===== src/rtl/ram_access_seq.sv =====
// ram_access_seq: sequences single load/store requests onto the 4-bit x 4096 RAM.
// Each access runs SETUP -> ACCESS (WAIT_CYCLES) -> HOLD -> DONE so that the
// address and write data settle before chip select and stay put after it drops.
module ram_access_seq #(
  parameter int WAIT_CYCLES = 2
) (
  input  logic       clock,
  input  logic       reset,
  input  logic       req_load,
  input  logic       req_store,
  input  logic [3:0] req_oprnd,
  input  logic [7:0] req_pbyte,
  input  logic [3:0] req_wdata,
  input  logic [3:0] ram_rdata,
  output logic       chips,
  output logic       enableRW,
  output logic [3:0] oprnd,
  output logic [7:0] program_byte,
  output logic [3:0] ram_wdata,
  output logic       ram_wdata_oe,
  output logic [3:0] rd_data,
  output logic       busy,
  output logic       done
);

  localparam logic [2:0] S_IDLE   = 3'd0;
  localparam logic [2:0] S_SETUP  = 3'd1;
  localparam logic [2:0] S_ACCESS = 3'd2;
  localparam logic [2:0] S_HOLD   = 3'd3;
  localparam logic [2:0] S_DONE   = 3'd4;

  // Counter start value: ACCESS lasts exactly WAIT_CYCLES cycles (count reaches 0 on the last).
  localparam logic [3:0] CNT_INIT = 4'(WAIT_CYCLES - 1);

  logic [2:0] state;
  logic [3:0] count;
  logic       is_store;

  // Sequencer state plus every RAM-facing output, all registered so the pins
  // change only on clock edges and the setup/hold ordering is glitch-free.
  always_ff @(posedge clock) begin
    if (!reset) begin
      state        <= S_IDLE;
      count        <= 4'd0;
      is_store     <= 1'b0;
      chips        <= 1'b0;
      enableRW     <= 1'b0;
      oprnd        <= 4'd0;
      program_byte <= 8'd0;
      ram_wdata    <= 4'd0;
      ram_wdata_oe <= 1'b0;
      rd_data      <= 4'd0;
      busy         <= 1'b0;
      done         <= 1'b0;
    end else begin
      done <= 1'b0;
      case (state)
        S_IDLE: begin
          // Store has priority when both request lines are raised together.
          if (req_store || req_load) begin
            state        <= S_SETUP;
            is_store     <= req_store;
            oprnd        <= req_oprnd;
            program_byte <= req_pbyte;
            enableRW     <= req_store;
            ram_wdata    <= req_store ? req_wdata : 4'd0;
            ram_wdata_oe <= req_store;
            busy         <= 1'b1;
          end
        end
        S_SETUP: begin
          // Address has been stable for a full cycle; assert chip select now.
          state <= S_ACCESS;
          chips <= 1'b1;
          count <= CNT_INIT;
        end
        S_ACCESS: begin
          if (count == 4'd0) begin
            state <= S_HOLD;
            chips <= 1'b0;
            if (!is_store) begin
              rd_data <= ram_rdata;
            end
          end else begin
            count <= count - 4'd1;
          end
        end
        S_HOLD: begin
          // Address and data stayed valid through HOLD; release them with done.
          state        <= S_DONE;
          done         <= 1'b1;
          enableRW     <= 1'b0;
          ram_wdata_oe <= 1'b0;
        end
        S_DONE: begin
          state <= S_IDLE;
          busy  <= 1'b0;
        end
        default: begin
          state        <= S_IDLE;
          chips        <= 1'b0;
          enableRW     <= 1'b0;
          ram_wdata_oe <= 1'b0;
          busy         <= 1'b0;
        end
      endcase
    end
  end

endmodule


===== config.mk =====
export PLATFORM = sky130hd
export DESIGN_NAME = ram_access_seq
export DESIGN_NICKNAME = d
export VERILOG_FILES = /design/src/rtl/ram_access_seq.sv
export SDC_FILE = /design/constraint.sdc
export NUM_CORES = 1
export LEC_CHECK = 0
export CAP_MARGIN = 5
export CORE_ASPECT_RATIO = 0.5
export CORE_MARGIN = 4
export CORE_UTILIZATION = 47
export CTS_CLUSTER_SIZE = 30
export DETAILED_ROUTE_END_ITERATION = 12
export GPL_TIMING_DRIVEN = 0
export PLACE_DENSITY = 0.88
export SLEW_MARGIN = 0
export SYNTH_ARGS = -nofsm -noshare
export SYNTH_HDL_FRONTEND = slang
export SYNTH_SLANG_ARGS = --single-unit

===== constraint.sdc =====
create_clock -name clock -period 4.4 [get_ports clock]
set_input_delay 0.88 -clock clock [delete_from_list [all_inputs] [get_ports clock]]
set_output_delay 0.88 -clock clock [all_outputs]
set_load 0.01 [all_outputs]

==> metrics.txt <==
outcome=finished clean; hold endpoint=program_byte[2]; number of port buffers=48; Initial Util=50.4%; RePlAce Congestion=0.865; final wirelength=3.71 mm; Layout area overhead=47.5%; Least-Margin Pin Slew=1.17 ns; vias in the first global route=1365; setup TNS=0 ns; most frequent cells in the layout=clkdlybuf4s50_1 (48), dfxtp_1 (32), a21oi_1 (26); Worst Setup End Kind=register; clk_skew=0.00424 ns; Via Count=1418; Antenna Cells=0; drt first pass iters=4; Synth Area per Inst=8.40 sq um; hpwl dp=2.66 mm; final worst path period share=56.9%; syn_nets=184; Fmax=399 MHz; Chip Width=83.4 um; Die Area=3810 sq um; final-report setup violation count=0; CTS max path bufs=2; DRC Markers=0; vias per cell=5.63; Fin. Hold Viols=0; Worst R2R Path Depth=3; most common cell after layout, fill and taps aside=clkdlybuf4s50_1; Slew headroom=20.6%; WL/cell=14.7 um; CP Max Fanout=6; post-cts sizing count=0; num rows=13; multi-input logic area=628 sq um; nets@finish=239; prevailing post-synth register cell=dfxtp_1; Worst setup SP type=primary input; sequential area share after synthesis=48.0%; WP data required=4.60 ns; FF-to-FF Start=state[2]; ys async rst share=0%; VDD IR-drop max=0.000273 V; WHS=0.474 ns; number of flops mapped to enable cells by yosys=0; Setup CP Type=primary input to register; number of buffers created by CTS=5; TritonCTS clock tree=done; hold path cells=2; Worst Hold Launch=program_byte[2]; clock latency at the later pin of the worst-skew pair=0.29 ns; yosys warns=0; min-delay worst type=register to register; RSZ-0062 raised after global routing=no; Root Driver=clkbuf_8; Power Density=496 nW/um^2; synth unique cells=34; Reg-to-Reg End=ram_wdata_oe; DR iter-0 viols=82; die span in y=45.7 um; Reg clk slew, reported paths=0.06 ns; Syn Std Cell Area=1340 sq um; Arr. time, crit path=2.70 ns; Cells after Synth=159; fillers=196; largest net degree at the start of global routing=11; r2r setup slk=2.54 ns; Post-CTS Setup Inserts=0; final worst path period need=2.50 ns; num ports=49; Total GRT Usage=19.8%; share of cells above drive strength 1=7.44%; core box area=2650 sq um; first-pass GRT wire length=5.95 mm; fin. max-slew vios=0; htree depth=2; Max-Cap Viols=0; LEAKAGE=0.697 nW; CTS sink cnt=32; Detail Route Antenna Nets=0; Reg area=641 sq um; flops & latches, synth=32; antenna violations before repair=0; Overflow after GRT=0; # hold bufs at CTS=0
## area by class of cell
cell class,instances,area share [%]
Buffer,10,2.22
Tap cell,37,2.35
Clock buffer,6,3.68
Sequential cell,32,32.5
Timing Repair Buffer,48,24.4
Inverter,6,1.14
Clock inverter,2,1.78
Multi-Input combinational cell,111,31.9
## synth_stat cells (6+ instances only)
cell type	count	share of area [%]
nor2_1	7	2.0
a21oi_1	26	9.7
clkbuf_1	7	2.0
nand3_1	17	6.4
dfxtp_1	32	48
nand2_1	10	2.8
inv_1	6	1.7
o21ai_0	22	8.2
## kinds of logic (layout without fill, tap and decap cells)
logic type | after synthesis | in the layout | synth area share, %
AOI/OAI and AO/OA | 62 | 62 | 26.5
xor gates and xnor gates | 1 | 1 | 0.656
adders and majority gates | 1 | 1 | 0.937
buffers and inverters | 16 | 72 | 4.97
DFF | 32 | 32 | 48.0
and+or+nand+nor | 47 | 47 | 18.9
## worst max-delay path, stage by stage
cell and delay, ns:
clkdlybuf4s50_1 0.53, nor4b_1 0.96, nor2_1 0.08, a311oi_1 0.26
## state kept, by name, indices dropped and copies added (netlist names)
| name | cells |
|---|---|
| is_store | 1 |
| ram_wdata_oe | 1 |
| done | 1 |
| count | 4 |
| oprnd | 4 |
| busy | 1 |
| ram_wdata | 4 |
| rd_data | 4 |
| chips | 1 |
| program_byte | 8 |
| state | 3 |
## layer usage
metal	share of wire [%]	GRT usage [%]
met5	0	0
met4	2.0	9.12
met3	8.7	5.78
met2	48	35.8
met1	42	22.6
## how the worst max path moves through the flow
stage | slack (ns) | from | depth (start not counted) | endpoint
final | 1.90 | req_store | 4 | ram_wdata_oe
after global placement | 1.72 | req_store | 4 | ram_wdata_oe
after floorplan | 2.57 | req_store | 3 | ram_wdata_oe
after CTS | 1.94 | req_store | 4 | ram_wdata_oe
after global routing | 1.75 | req_store | 4 | ram_wdata_oe
after detailed placement | 1.69 | req_store | 4 | ram_wdata_oe
## metrics by stage
| step | util, % | setup WS (ns) | area (sq um) | std cells | power [mW] |
|---|---|---|---|---|---|
| finish | 74.3 | 1.90 | 1970 | 252 | 0.976 |
| detailed placement | 70.2 | 1.69 | 1860 | 244 | 0.700 |
| global placement | 70.2 | 1.72 | 1860 | 244 | 0.688 |
| floorplan | - | 2.57 | 1340 | 159 | 0.557 |
| CTS | 74.3 | 1.94 | 1970 | 252 | 0.975 |
| global route | 74.3 | 1.75 | 1970 | 252 | 1.02 |
## power breakdown
group | internal [mW] | leakage (nW) | switching (mW)
registers | 0.336 | 0.262 | 0.0329
logic | 0.155 | 0.379 | 0.176
clock network | 0.168 | 0.0552 | 0.109
Power figures use the tool's default switching activity.
